### config.mk
export PLATFORM = sky130hd
export DESIGN_NAME = vermibus_router
export DESIGN_NICKNAME = d
export VERILOG_FILES = /design/src/rtl/vermibus_router_pkg.sv /design/src/rtl/vermibus_watchdog.sv /design/src/rtl/vermibus_router.sv
export SDC_FILE = /design/constraint.sdc
export NUM_CORES = 1
export LEC_CHECK = 0
export CORE_ASPECT_RATIO = 0.75
export CORE_MARGIN = 1
export CORE_UTILIZATION = 26
export CTS_CLUSTER_DIAMETER = 120
export DETAILED_ROUTE_END_ITERATION = 10
export PLACE_DENSITY = 0.6
export SKIP_LAST_GASP = 1
export SYNTH_ARGS = -nofsm -noshare
export SYNTH_HDL_FRONTEND = slang
export SYNTH_SLANG_ARGS = --single-unit
### constraint.sdc
create_clock -name clk -period 4.4 [get_ports clk]
set_clock_uncertainty 0.2 [all_clocks]
set_input_delay 0.88 -clock clk [delete_from_list [all_inputs] [get_ports clk]]
set_output_delay 0.88 -clock clk [all_outputs]
set_load 0.05 [all_outputs]
### src/rtl/vermibus_router_pkg.sv
// Shared types and the address-prefix decoder for the vermibus router.
package vermibus_router_pkg;

  localparam int MAX_DEVICES = 16;

  typedef enum logic [1:0] {
    ST_IDLE = 2'd0,
    ST_WAIT = 2'd1,
    ST_RESP = 2'd2
  } state_e;

  typedef enum logic [1:0] {
    ERR_NONE     = 2'd0,
    ERR_UNMAPPED = 2'd1,
    ERR_TIMEOUT  = 2'd2
  } err_code_e;

  typedef struct packed {
    logic       hit;
    logic [3:0] index;
  } decode_t;

  // Prefixes arrive zero-extended to 32 bits per slot; the lowest matching index wins.
  function automatic decode_t decode_prefix(input logic [31:0] address,
                                            input logic [MAX_DEVICES*32-1:0] prefixes,
                                            input int num_devices,
                                            input int prefix_width);
    decode_t r;
    r = '0;
    for (int i = 0; i < MAX_DEVICES; i++) begin
      if (!r.hit && (i < num_devices) &&
          ((address >> (32 - prefix_width)) == prefixes[i*32 +: 32])) begin
        r.hit   = 1'b1;
        r.index = 4'(i);
      end
    end
    return r;
  endfunction

endpackage

### src/rtl/vermibus_watchdog.sv
// Request-age counter; expire_o marks the last cycle a request may wait.
module vermibus_watchdog #(
  parameter int TIMEOUT_CYCLES = 256
) (
  input  logic clk,
  input  logic reset,
  input  logic clear_i,
  input  logic enable_i,
  output logic expire_o
);

  logic [15:0] count_q, count_d;

  always_comb begin
    count_d = count_q;
    if (clear_i) begin
      count_d = '0;
    end else if (enable_i) begin
      count_d = count_q + 16'd1;
    end
  end

  always_ff @(posedge clk or posedge reset) begin
    if (reset) begin
      count_q <= '0;
    end else begin
      count_q <= count_d;
    end
  end

  assign expire_o = (count_q == 16'(TIMEOUT_CYCLES - 1));

endmodule

### src/rtl/vermibus_router.sv
// N-device data-bus router: prefix decode, latched target, watchdog, error capture, IRQ merge.
module vermibus_router
  import vermibus_router_pkg::*;
#(
  parameter int                                NUM_DEVICES       = 4,
  parameter int                                PREFIX_WIDTH      = 8,
  parameter logic [NUM_DEVICES*PREFIX_WIDTH-1:0] DEVICE_PREFIXES = {8'h00, 8'h80, 8'h81, 8'h82},
  parameter int                                TIMEOUT_CYCLES    = 256,
  parameter logic [31:0]                       ERROR_RDATA       = 32'hDEADBEEF,
  parameter bit                                REGISTER_RESPONSE = 1'b0,
  parameter logic [NUM_DEVICES-1:0]            IRQ_MASK          = '1
) (
  input  logic                      clk,
  input  logic                      reset,
  input  logic                      host_valid,
  input  logic [31:0]               host_address,
  input  logic [3:0]                host_wstrobe,
  input  logic [31:0]               host_wdata,
  output logic [31:0]               host_rdata,
  output logic                      host_ready,
  output logic                      host_irq,
  output logic [NUM_DEVICES-1:0]    dev_valid,
  output logic [31:0]               dev_address,
  output logic [3:0]                dev_wstrobe,
  output logic [31:0]               dev_wdata,
  input  logic [NUM_DEVICES*32-1:0] dev_rdata,
  input  logic [NUM_DEVICES-1:0]    dev_ready,
  input  logic [NUM_DEVICES-1:0]    dev_irq,
  output logic                      err_valid,
  output logic [1:0]                err_code,
  output logic [31:0]               err_address
);

  state_e      state_q, state_d;
  logic [3:0]  idx_q, idx_d;
  logic [31:0] rsp_q, rsp_d;
  logic        err_valid_q;
  err_code_e   err_code_q, err_code_d;
  logic [31:0] err_address_q;
  logic        err_set;
  logic        wd_clear, wd_enable, wd_expire;
  decode_t     dec;

  logic [MAX_DEVICES*32-1:0] prefixes_pad, rdata_pad;
  logic [MAX_DEVICES-1:0]    ready_pad, valid_pad;

  // Pad per-device vectors to the maximum so a 4-bit index is always in range.
  always_comb begin
    prefixes_pad = '0;
    rdata_pad    = '0;
    ready_pad    = '0;
    for (int i = 0; i < NUM_DEVICES; i++) begin
      prefixes_pad[i*32 +: 32] = 32'(DEVICE_PREFIXES[i*PREFIX_WIDTH +: PREFIX_WIDTH]);
    end
    rdata_pad[NUM_DEVICES*32-1:0] = dev_rdata;
    ready_pad[NUM_DEVICES-1:0]    = dev_ready;
  end

  assign dec = decode_prefix(host_address, prefixes_pad, NUM_DEVICES, PREFIX_WIDTH);

  always_comb begin
    state_d    = state_q;
    idx_d      = idx_q;
    rsp_d      = rsp_q;
    valid_pad  = '0;
    host_ready = 1'b0;
    host_rdata = '0;
    wd_clear   = 1'b1;
    wd_enable  = 1'b0;
    err_set    = 1'b0;
    err_code_d = err_code_q;
    case (state_q)
      ST_IDLE: begin
        if (host_valid && dec.hit) begin
          idx_d                = dec.index;
          valid_pad[dec.index] = 1'b1;
          if (ready_pad[dec.index]) begin
            if (REGISTER_RESPONSE) begin
              rsp_d   = rdata_pad[dec.index*32 +: 32];
              state_d = ST_RESP;
            end else begin
              host_ready = 1'b1;
              host_rdata = rdata_pad[dec.index*32 +: 32];
            end
          end else begin
            wd_clear  = 1'b0;
            wd_enable = 1'b1;
            state_d   = ST_WAIT;
          end
        end else if (host_valid) begin
          host_ready = 1'b1;
          err_set    = 1'b1;
          err_code_d = ERR_UNMAPPED;
        end
      end
      ST_WAIT: begin
        if (!host_valid) begin
          state_d = ST_IDLE;
        end else if (ready_pad[idx_q]) begin
          // A ready in the expiry cycle still counts as a normal completion.
          valid_pad[idx_q] = 1'b1;
          if (REGISTER_RESPONSE) begin
            rsp_d   = rdata_pad[idx_q*32 +: 32];
            state_d = ST_RESP;
          end else begin
            host_ready = 1'b1;
            host_rdata = rdata_pad[idx_q*32 +: 32];
            state_d    = ST_IDLE;
          end
        end else if (wd_expire) begin
          err_set    = 1'b1;
          err_code_d = ERR_TIMEOUT;
          if (REGISTER_RESPONSE) begin
            rsp_d   = ERROR_RDATA;
            state_d = ST_RESP;
          end else begin
            host_ready = 1'b1;
            host_rdata = ERROR_RDATA;
            state_d    = ST_IDLE;
          end
        end else begin
          valid_pad[idx_q] = 1'b1;
          wd_clear         = 1'b0;
          wd_enable        = 1'b1;
        end
      end
      ST_RESP: begin
        host_ready = 1'b1;
        host_rdata = rsp_q;
        state_d    = ST_IDLE;
      end
      default: state_d = ST_IDLE;
    endcase
    // Reset must silence the combinational request/response paths without waiting for an edge.
    if (reset) begin
      valid_pad  = '0;
      host_ready = 1'b0;
      host_rdata = '0;
    end
  end

  always_ff @(posedge clk or posedge reset) begin
    if (reset) begin
      state_q       <= ST_IDLE;
      idx_q         <= '0;
      rsp_q         <= '0;
      err_valid_q   <= 1'b0;
      err_code_q    <= ERR_NONE;
      err_address_q <= '0;
    end else begin
      state_q     <= state_d;
      idx_q       <= idx_d;
      rsp_q       <= rsp_d;
      err_valid_q <= err_set;
      err_code_q  <= err_code_d;
      if (err_set) begin
        err_address_q <= host_address;
      end
    end
  end

  vermibus_watchdog #(
    .TIMEOUT_CYCLES(TIMEOUT_CYCLES)
  ) u_watchdog (
    .clk     (clk),
    .reset   (reset),
    .clear_i (wd_clear),
    .enable_i(wd_enable),
    .expire_o(wd_expire)
  );

  assign dev_valid   = valid_pad[NUM_DEVICES-1:0];
  assign dev_address = host_address;
  assign dev_wstrobe = host_wstrobe;
  assign dev_wdata   = host_wdata;
  assign host_irq    = |(dev_irq & IRQ_MASK);
  assign err_valid   = err_valid_q;
  assign err_code    = err_code_q;
  assign err_address = err_address_q;

endmodule

==> results of run 1 <==
==> Yosys cell counts, drive strengths merged (11+ instances only) <==
library cell | count | area, um2
o22ai | 40 | 250
nor3b | 24 | 180
inv | 14 | 52.6
nor2 | 56 | 210
clkbuf | 38 | 144
o31ai | 25 | 298
dfrtp | 54 | 1350
buf | 80 | 586
mux4 | 33 | 743
nand2 | 11 | 41.3
o21ai | 28 | 140
mux2i | 11 | 110
o21a | 24 | 180
mux2 | 57 | 642
==> sequential cells by signal (all words and copies together), names as in the netlist <==
name / flops
err_address: 32
u_watchdog.count_q: 16
err_code: 2
err_valid: 1
state_q: 1
idx_q: 2
==> what timing repair did <==
| item | in CTS | in global routing |
|---|---|---|
| pin swaps | 28 | 6 |
| gates cloned | 1 | 0 |
| endpoints found under the setup margin | 32 | 27 |
| setup buffers | 1 | 1 |
| resized for setup | 54 | 3 |
==> layout make-up <==
cell class	instances	area share, %
multi-input cells	394	42.0
repair buffers	312	35.8
flip-flops and latches	54	15.3
well taps	288	4.06
clock buffers	5	1.41
clock inverters	3	0.775
inverters	14	0.634
diodes	2	0.0564
==> worst max-delay path by stage <==
stage,start,to,slack (ns),depth (start not counted)
6_report,host_address[30],host_rdata[21],0.04,9
5_1_grt,host_address[30],host_rdata[21],-0.006,9
4_1_cts,host_address[30],host_rdata[21],0.0003,8
3_5_place_dp,host_address[27],host_rdata[21],-0.24,8
3_3_place_gp,host_address[28],host_rdata[31],-0.18,8
2_1_floorplan,host_address[27],host_rdata[0],-0.31,6
==> per-stage QoR <==
step	power, mW	instances	setup slack [ns]	hold slack, ns
floorplan	1.02	580	-0.311	0.253
global placement	1.24	1060	-0.185	0.282
detailed placement	1.24	1060	-0.238	0.277
CTS	1.76	1069	0.000269	0.290
global route	1.81	1072	-0.00575	0.315
finish	1.74	1072	0.0414	0.287
==> routing by layer <==
metal  vias to the layer above  share of wire, %  routed length [um]  track usage (%)
met1                      2619                48                9540             25.5
met2                       213                44                8860             27.2
met5                         -                 0                   0                0
li1                       2512                 -                   -                -
met4                         0              0.94                 188             2.99
met3                        10               7.1                1420             3.69
==> report_power, final <==
group          internal (mW)  leakage [nW]  switching (mW)
sequential             0.529         0.670          0.0166
combinational          0.326          2.49           0.359
clock                  0.327        0.0940           0.184
==> worst register-to-register path: cells and delay by family, from the launching register on <==
family          cells  cell delay (ns)
simple gates        1             0.38
mux                 3             0.84
buf+inv             2             0.70
compound gates      1             0.35
flops               1             0.40
==> cells by family after synthesis <==
kind of cell | Yosys count | synth area share [%]
AND/OR/NAND/NOR | 140 | 13.6
AO/OA/AOI/OAI | 138 | 19.0
buffers and inverters | 132 | 14.0
multiplexers | 101 | 26.8
flip-flops | 54 | 24.2
XOR/XNOR | 14 | 2.20
adder cells (fa/ha/maj) | 1 | 0.224
==> results_dict.tcl, run 1 <==
set metrics [dict create \
    syn-cell-area_um2 5580 \
    drt_first_pass_iters 4 \
    r2r_slack_ns 1.41 \
    period_share_pct 99.1 \
    cp_cell_sequence "clkdlybuf4s15_2 > or4_4 > a2111o_1 > or3_4 > nand3b_4 > buf_12 > buf_16 > o31ai_4 > buf_6" \
    worst_r2r_path_depth 7 \
    fin_util_pct 42.1 \
    yosysWarnings 0 \
    cts.sinks 54 \
    cts_made_buffers 5 \
    die_area_um2 22100 \
    worst_slew_pin_slew_ns 0.779 \
    finalSetupViolations 0 \
    drtAntennaViolNets 0 \
    ys_ff_latch 54 \
    io_pins 348 \
    path_delay_family "simple AND/OR/NAND/NOR gates" \
    regArea_um2 1350 \
    cp.required_ns 3.32 \
    synth_edf_count 0 \
    clk_path_buf_depth 2 \
    hpwlAfterDp_mm 14.7 \
    peakVddDrop_mv 0.141 \
    gp_congestion 0.828 \
    synthFlopType "dfrtp_1" \
    area_growth_pct 59.1 \
    grt_pass1_vias 5246 \
    antenna_found_initial 2 \
    initial_utilization_pct 26.5 \
    grt_max_degree 74 \
    h-tree-depth 2 \
    timing.rr.start "idx_q[0]" \
    hold_class "flop to flop" \
    overflow 0 \
    syn-num-nets 788 \
    io_buffers 275 \
    min_period_ns 4.36 \
    vias 5354 \
    yosysSeqAreaShare_pct 24.2 \
    cp_max_fo 8 \
    row_count 46 \
    multi_input_area_um2 3730 \
    drt-initial-drc-count 249 \
    cpMaxStageDelayCell "or4_4" \
    reg2reg_to "err_address[15]" \
    path_clk_slew_ns 0.07 \
    cts_tree "yes" \
    cp-end-kind "output port" \
    clk-insertion-delay-late_ns 0.29 \
    final_cell_mix "clkdlybuf4s50_1 (230), mux2_2 (57), nor2_1 (55)" \
    path_buf_inv 4 \
    ctsHoldBuffers 0 \
    total_leakage_power_nw 3.25 \
    drcViolationCount 0 \
    grt.total_usage_pct 17.7 \
    dpl_cell_area_um2 8450 \
    final-hold-violation-count 0 \
    hold_depth 1 \
    drive_above_1_share_pct 28.3 \
    wl_mm 20.0 \
    core_area_um2 21100 \
    finalInstanceArea_um2 8880 \
    grt_first_pass_wirelength_mm 30.3 \
    min_to "u_watchdog.count_q[0]" \
    crit_arrival_ns 3.28 \
    max_stage_delay_ns 0.49 \
    final_common_cell "clkdlybuf4s50_1" \
    async_flop_share_pct 100 \
    worstHoldStart "u_watchdog.count_q[0]" \
    die_h_um 129 \
    via_per_inst 4.99 \
    num-fill-cells 2031 \
    report.final.slew_viol_count 0 \
    avgRoutedWirePerCell_um 18.7 \
    fmax_mhz 229 \
    final_nets 989 \
    worst_setup_path_start_kind "primary input" \
    tns_ns 0 \
    max-slew-margin-rel_pct 48.0 \
    power.density_nw_per_um2 196 \
    maxCapViolCount 0 \
    dieWidth_um 171 \
    worstSetupPathType "primary input to output port" \
    synthCells 580 \
    ys_types 46 \
    syn_area_per_cell_um2 9.62 \
    cts_root_buffer "clkbuf_16" \
    status "complete, no violations" \
]
No activity file was read; power rests on OpenSTA's default activity.
==> run 2: changes to the inputs <==
Settings changed: CORE_AREA set to 2 2 134 136, CORE_ASPECT_RATIO 0.75 to not set, CORE_MARGIN 1 to not set, CORE_UTILIZATION 26 to not set, CTS_BUF_LIST set to sky130_fd_sc_hd__clkbuf_8, DIE_AREA set to 0 0 136 138, PLACE_DENSITY 0.6 to 0.73.
==> results_dict.tcl, run 2 (synthesis gave the netlist of run 1 again) <==
set metrics [dict create \
    dieWidth_um 136 \
    grt.total_usage_pct 21.8 \
    via_per_inst 5.42 \
    fin_total_pwr_mw 1.53 \
    total_leakage_power_nw 3.34 \
    min_period_ns 4.32 \
    clk-insertion-delay-late_ns 0.32 \
    grt_first_pass_wirelength_mm 31.8 \
    core_area_um2 17500 \
    initial_utilization_pct 31.8 \
    maxCapViolCount 0 \
    fin_util_pct 52.0 \
    cts_made_buffers 5 \
    power.density_nw_per_um2 168 \
    grt_pass1_vias 5707 \
    overflow 0 \
    final-hold-violation-count 0 \
    peakVddDrop_mv 0.257 \
    path_clk_slew_ns 0.11 \
    vias 5518 \
    io_buffers 275 \
    cp-end-kind "output port" \
    finalSetupViolations 0 \
    cp_max_fo 6 \
    io_pins 348 \
    final_nets 997 \
    drive_above_1_share_pct 29.4 \
    die_area_um2 18800 \
    drt_first_pass_iters 4 \
    area_growth_pct 63.5 \
    stdcell_count 1019 \
    max-slew-margin-rel_pct 53.8 \
    finalInstanceArea_um2 9130 \
    drcViolationCount 0 \
    gp_congestion 0.806 \
    hpwlAfterDp_mm 15.2 \
    drtAntennaViolNets 0 \
    grt_max_degree 67 \
    regArea_um2 1350 \
    die_h_um 138 \
    cts_root_buffer "clkbuf_8" \
    num_antenna_cells 0 \
    final_cell_mix "clkdlybuf4s50_1 (230), mux2_2 (57), nor2_1 (55)" \
    ctsHoldBuffers 0 \
    drt-initial-drc-count 307 \
    antenna_found_initial 0 \
    h-tree-depth 2 \
    hold_class "flop to flop" \
    rsz0062_at_grt "false" \
    worst_slew_pin_slew_ns 0.694 \
    tns_ns 0 \
    row_count 49 \
    worst_setup_path_start_kind "primary input" \
    period_share_pct 98.3 \
    dp.cells 1002 \
    cts_tree "yes" \
    wl_mm 21.0 \
    cp.required_ns 3.32 \
    multi_input_area_um2 3740 \
    worstSetupPathType "primary input to output port" \
    crit_arrival_ns 3.24 \
    report.final.slew_viol_count 0 \
    fmax_mhz 231 \
    final_common_cell "clkdlybuf4s50_1" \
    clk_path_buf_depth 2 \
    avgRoutedWirePerCell_um 20.6 \
    status "complete, no violations" \
    dpl_cell_area_um2 8820 \
    num-fill-cells 1568 \
    cts.sinks 54 \
    largest_reg_flops 32 \
]
## run 2: cell types whose count changed in the layout (fill, tap and decap cells not counted), sizes merged
cell           delta
clkbuf            +1
inv               +1
clkinv            +1
diode             -2
bufinv            -2
dlymetal6s2s      -1
bufbuf            +1
clkdlybuf4s15     -1
buf               +8
## run 2: layout make-up
class | count | area share [%]
tap | 229 | 3.14
sequential | 54 | 14.8
multi-input combinational | 394 | 41.0
inverter | 14 | 0.617
timing repair buffer | 320 | 39.3
clock buffer | 5 | 0.754
clock inverter | 3 | 0.315
## run 2: path summary, 6_finish.rpt
path,startpoint,end,slack [ns],cells after the start
max,host_address[30],host_rdata[22],0.08,11
min,u_watchdog.count_q[0],u_watchdog.count_q[0],0.30,1
max reg2reg,u_watchdog.count_q[0],err_address[0],1.53,7
min reg2reg,u_watchdog.count_q[0],u_watchdog.count_q[0],0.30,1
max in group asynchronous,reset,err_address[20],2.30,3
min in group asynchronous,reset,idx_q[1],0.86,2
## run 2: power breakdown
part	switching, mW	internal (mW)	leakage (nW)
logic	0.360	0.328	2.62
registers	0.0166	0.529	0.670
clock network	0.178	0.118	0.0502
## run 2: stage by stage
stage / hold slack (ns) / setup WS [ns]
4_1_cts: 0.297 / 0.0111
5_1_grt: 0.317 / 0.00524
2_1_floorplan: 0.253 / -0.311
6_report: 0.296 / 0.0769
3_5_place_dp: 0.280 / -0.164
3_3_place_gp: 0.270 / -0.163
## run 2: what timing repair did
| action | 4_1_cts | 5_1_grt |
|---|---|---|
| setup buffers | 6 | 0 |
| pin swaps | 32 | 5 |
| resized for setup | 28 | 3 |
| setup endpoints to repair | 32 | 23 |
| gates cloned | 3 | 0 |
## run 2: per-layer routing
metal	part of all wire [%]	global-route usage (%)	wire (um)
met1	38	24.9	7940
met2	51	38.9	10700
met3	8.5	5.76	1780
met4	2.7	7.68	561
met5	0	0	0
## run 2: critical path, cell delays in order
cell	delay [ns]
buf_2	0.11
or4_4	0.55
a2111o_1	0.32
or3_4	0.40
nand3b_4	0.21
buf_12	0.16
buf_12	0.12
buf_16	0.13
o22ai_2	0.10
buf_4	0.13
buf_12	0.13
==> patch 1: new RTL, settings of run 2 <==
The output `err_valid` loses its register stage (`err_valid_q` becomes a continuous assignment).
--- a/src/rtl/vermibus_router.sv
+++ b/src/rtl/vermibus_router.sv
@@ -145,5 +145,4 @@
       idx_q         <= '0;
       rsp_q         <= '0;
-      err_valid_q   <= 1'b0;
       err_code_q    <= ERR_NONE;
       err_address_q <= '0;
@@ -152,5 +151,4 @@
       idx_q       <= idx_d;
       rsp_q       <= rsp_d;
-      err_valid_q <= err_set;
       err_code_q  <= err_code_d;
       if (err_set) begin
@@ -159,4 +157,6 @@
     end
   end
+
+  assign err_valid_q = err_set;
 
   vermibus_watchdog #(
Check against the original RTL: not equivalent (Yosys sat finds a counterexample within 4 cycles, from zero or initial values and one cycle with reset high).
==> patch 1 against run 2 <==
Final cell count fell by 2.4%. Cell area decreased by 12%. Setup slack improved by 81 ps. Largest power group unchanged. Power rose by 9.0%. Routed wire length decreased by 6.4%. Area after synthesis decreased by 2.4%. Critical path depth down 3. Global-route usage fell by 1.9 points. Largest cell class unchanged. Count of clock-buffer cells in the layout rose by 1. Highest routed layer unchanged. Sequential cell count decreased by 1.
==> patch 1: results (changes against run 2) <==
stage,metric,value,unit,change
outcome,outcome,finished clean,,
routing,vias,5309,,-3.8%
global_route,grtUsageTotal,0.199,,-0.0187
global_route,grtUsageMet3,0.0521,,-0.00550
routing,drt-pass1-iter-count,5,,+1
routing,vias_per_cell,5.34,,-1.5%
logic_synthesis,synth-seq-area-share,0.244,,+0.00136
place,hpwl,14900,um,-1.4%
routing,wl,19600,um,-6.4%
clock_network,cts_setup_buffers,0,,-6
logic_synthesis,synthTopCellsByArea,"dfrtp_1, mux4_2, buf_4",,
global_route,gr-usage-met1,0.249,,+0.000402
final_layout,num-nets-final,973,,-2.4%
logic_synthesis,syn_nets,783,,-0.63%
routing,drt_iter0_markers,291,,-5.2%
place,gp_congestion,0.890,,+10%
logic_synthesis,syn_area_per_cell,9.47,um^2,-1.6%
global_route,grt_max_degree,73,,+9.0%
logic_synthesis,yosysUniqueCellTypes,40,,-13%
global_route,global_route.usage.met2,0.337,,-0.0521
clock_network,insertion_delay,300,ps,-20 ps
power_and_ir_drop,power_leakage,3.25,nW,-2.9%
clock_network,htreeDepth,2,,unchanged
timing,worst_slew_pin_slew,863,ps,+169 ps
global_route,grt_pass1_wl,29800,um,-6.1%
final_layout,drive_gt1_frac,0.189,,-0.104
clock_network,ctsResizeCount,0,,-100%
global_route,antenna_found_initial,0,,unchanged
logic_synthesis,ys_top_cells_by_count,"nor2_1, buf_4, o22ai_1",,
global_route,grt_pass1_vias,5361,,-6.1%
place,place_inst,987,,-1.5%
patch 1: cell types whose count changed in the layout (fill, tap and decap cells not counted), moves of 25 or more:
cell | before | now
buf_12 | 44 | 7
mux2_2 | 57 | 4
mux2_4 | 0 | 29
mux2i_1 | 11 | 36
nand2b_1 | 9 | 34
nor2_1 | 55 | 80
o22ai_1 | 34 | 64
patch 1: path summary, 6_finish.rpt:
| check | from | to | slack, ps | cells after the start |
|---|---|---|---|---|
| max in group asynchronous | reset | idx_q[0] | 2490 | 3 |
| setup / recovery | host_address[26] | dev_valid[2] | 160 | 8 |
| hold reg to reg | u_watchdog.count_q[0] | u_watchdog.count_q[0] | 310 | 1 |
| hold / removal | u_watchdog.count_q[0] | u_watchdog.count_q[0] | 310 | 1 |
| setup reg to reg | u_watchdog.count_q[8] | err_address[8] | 1580 | 6 |
| min in group asynchronous | reset | u_watchdog.count_q[15] | 1050 | 3 |
patch 1: through the flow:
step	cell area, um^2	hold slack [ps]	setup WS, ps
final	8040	307	158
after global routing	8040	331	6.40
after CTS	8040	301	61.8
after detailed placement	7940	283	84.3
after global placement	7940	282	172
after floorplan	5450	253	-65.2
patch 1: area by class of cell:
cell class                      instances  area, um^2
Clock buffer                            6        82.6
Clock inverter                          2        16.3
Fill cell                            1663        9490
Inverter                               16        60.1
Multi-Input combinational cell        392        3370
Sequential cell                        53        1330
Tap cell                              229         287
Timing Repair Buffer                  297        2900
patch 1: metal layers:
layer	share of wire	up-vias
li1	-	2464
met1	0.39	2501
met2	0.48	318
met3	0.10	26
met4	0.022	0
met5	0	-
patch 1: where the power goes:
| group | internal, mW | total (mW) | leakage [nW] | switching [mW] |
|---|---|---|---|---|
| Sequential | 0.520 | 0.540 | 0.659 | 0.0199 |
| Combinational | 0.411 | 0.829 | 2.54 | 0.418 |
| Clock | 0.130 | 0.298 | 0.0478 | 0.168 |
| Total | 1.06 | 1.67 | 3.25 | 0.606 |
patch 1: cell families after synthesis:
family	after synthesis	synth area share
adders and majority gates	2	0.00413
muxes	101	0.287
DFF	53	0.244
and+or+nand+nor	164	0.147
xor gates and xnor gates	14	0.0225
AOI/OAI and AO/OA	111	0.154
buffers and inverters	130	0.142
patch 1: critical path: stages:
cell and delay, ps:
clkdlybuf4s50_1 480, nor4_4 430, nand2b_1 160, nor2_1 250
nand3_1 170, o41ai_1 440, buf_4 220, buf_12 130
==> patch 2: new RTL, flow settings as in run 2 <==
Made on the original files. The parameter `PREFIX_WIDTH` goes from 8 to 10.
--- a/src/rtl/vermibus_router.sv
+++ b/src/rtl/vermibus_router.sv
@@ -4,5 +4,5 @@
 #(
   parameter int                                NUM_DEVICES       = 4,
-  parameter int                                PREFIX_WIDTH      = 8,
+  parameter int                                PREFIX_WIDTH      = 10,
   parameter logic [NUM_DEVICES*PREFIX_WIDTH-1:0] DEVICE_PREFIXES = {8'h00, 8'h80, 8'h81, 8'h82},
   parameter int                                TIMEOUT_CYCLES    = 256,
Check against the original RTL: not equivalent (a bounded check fails within 4 cycles, from zero or initial values and one cycle with reset high).
==> patch 2 against run 2 <==
Power grew 2.9%. Core utilization fell by 1.8 points. First-iteration DRC count is 22% lower. Cell area shrank 3.5%. Area after synthesis decreased by 3.3%. Die area unchanged. Synthesized cell count down 7.4%. Routed wire length shrank 0.61%. Setup slack improved by 23 ps. Sequential cell count unchanged. Combinational power shrank 1%. Critical endpoint is now host_rdata[14]. Largest power group unchanged. Highest routed layer is now met5.
==> patch 2: results (changes against run 2) <==
stage,metric,value,unit,change
final_layout,insertedDiodeCount,1,,+1
power_and_ir_drop,power_leakage,3.44,nW,+2.9%
routing,maxUsedRoutingLayer,met5,,
critical_path,rrSetupSlack,1450,ps,-80 ps
final_layout,buf_share,0.401,,+0.00773
global_route,gr-usage-met1,0.260,,+0.0118
routing,routed-wl-met2,9830,um,-8.0%
critical_path,cp.arrival,3220,ps,-20 ps
logic_synthesis,synth_xor_area_frac,0.0227,,+0.000744
logic_synthesis,yosysUniqueCellTypes,59,,+28%
global_route,grtUsageTotal,0.210,,-0.00858
final_layout,nFillCells,1627,,+3.8%
global_route,global_route.usage.met2,0.341,,-0.0487
logic_synthesis,netlist_instances,537,,-7.4%
outcome,outcome,finished clean,,
final_layout,seq_area,1350,um^2,about the same
timing,period_needed,4300,ps,-22.7 ps
timing,holdWs,277,ps,-18.6 ps
final_layout,buffers,334,,+4.4%
place,hpwl,15100,um,-0.60%
logic_synthesis,synthAdderAreaFrac,0.00232,,+0.0000759
logic_synthesis,muxShareOfSynthArea,0.245,,-0.0234
logic_synthesis,synthTopCellsByArea,"dfrtp_1, mux4_2, buf_4",,
routing,drt_iter0_markers,238,,-22%
routing,avgRoutedWirePerCell,20.9,um,+1.8%
global_route,grt_max_degree,55,,-18%
logic_synthesis,synth-seq-area-share,0.250,,+0.00820
global_route,grt_pass1_wl,31300,um,-1.3%
final_layout,fin_util,0.502,,-0.0184
-- patch 2: power by group through the flow --
stage               combinational [mW]  sequential (mW)  clock (mW)
finish                           0.678            0.546       0.349
global route                     0.710            0.550       0.381
CTS                              0.675            0.546       0.356
detailed placement               0.667            0.554           0
global placement                 0.661            0.554           0
floorplan                        0.351            0.661           0
-- patch 2: worst max path at each step --
stage,end,from
after CTS,host_rdata[8],host_address[29]
after global routing,host_rdata[14],host_address[27]
after detailed placement,host_rdata[11],host_address[29]
final,host_rdata[14],host_address[27]
after global placement,host_rdata[28],host_address[23]
after floorplan,host_rdata[16],host_address[27]
-- patch 2: cells by family after synthesis --
logic type | after synthesis
compound gates | 142
simple gates | 121
flops | 54
xor+xnor | 14
fa+ha+maj | 1
mux | 77
buf+inv | 128
-- patch 2: worst max-delay path, stage by stage --
cell,delay (ps)
clkdlybuf4s50_1,570
buf_6,180
inv_1,60
or4_4,590
clkbuf_16,200
a221oi_2,260
nor3_1,90
nor3_2,210
buf_12,180
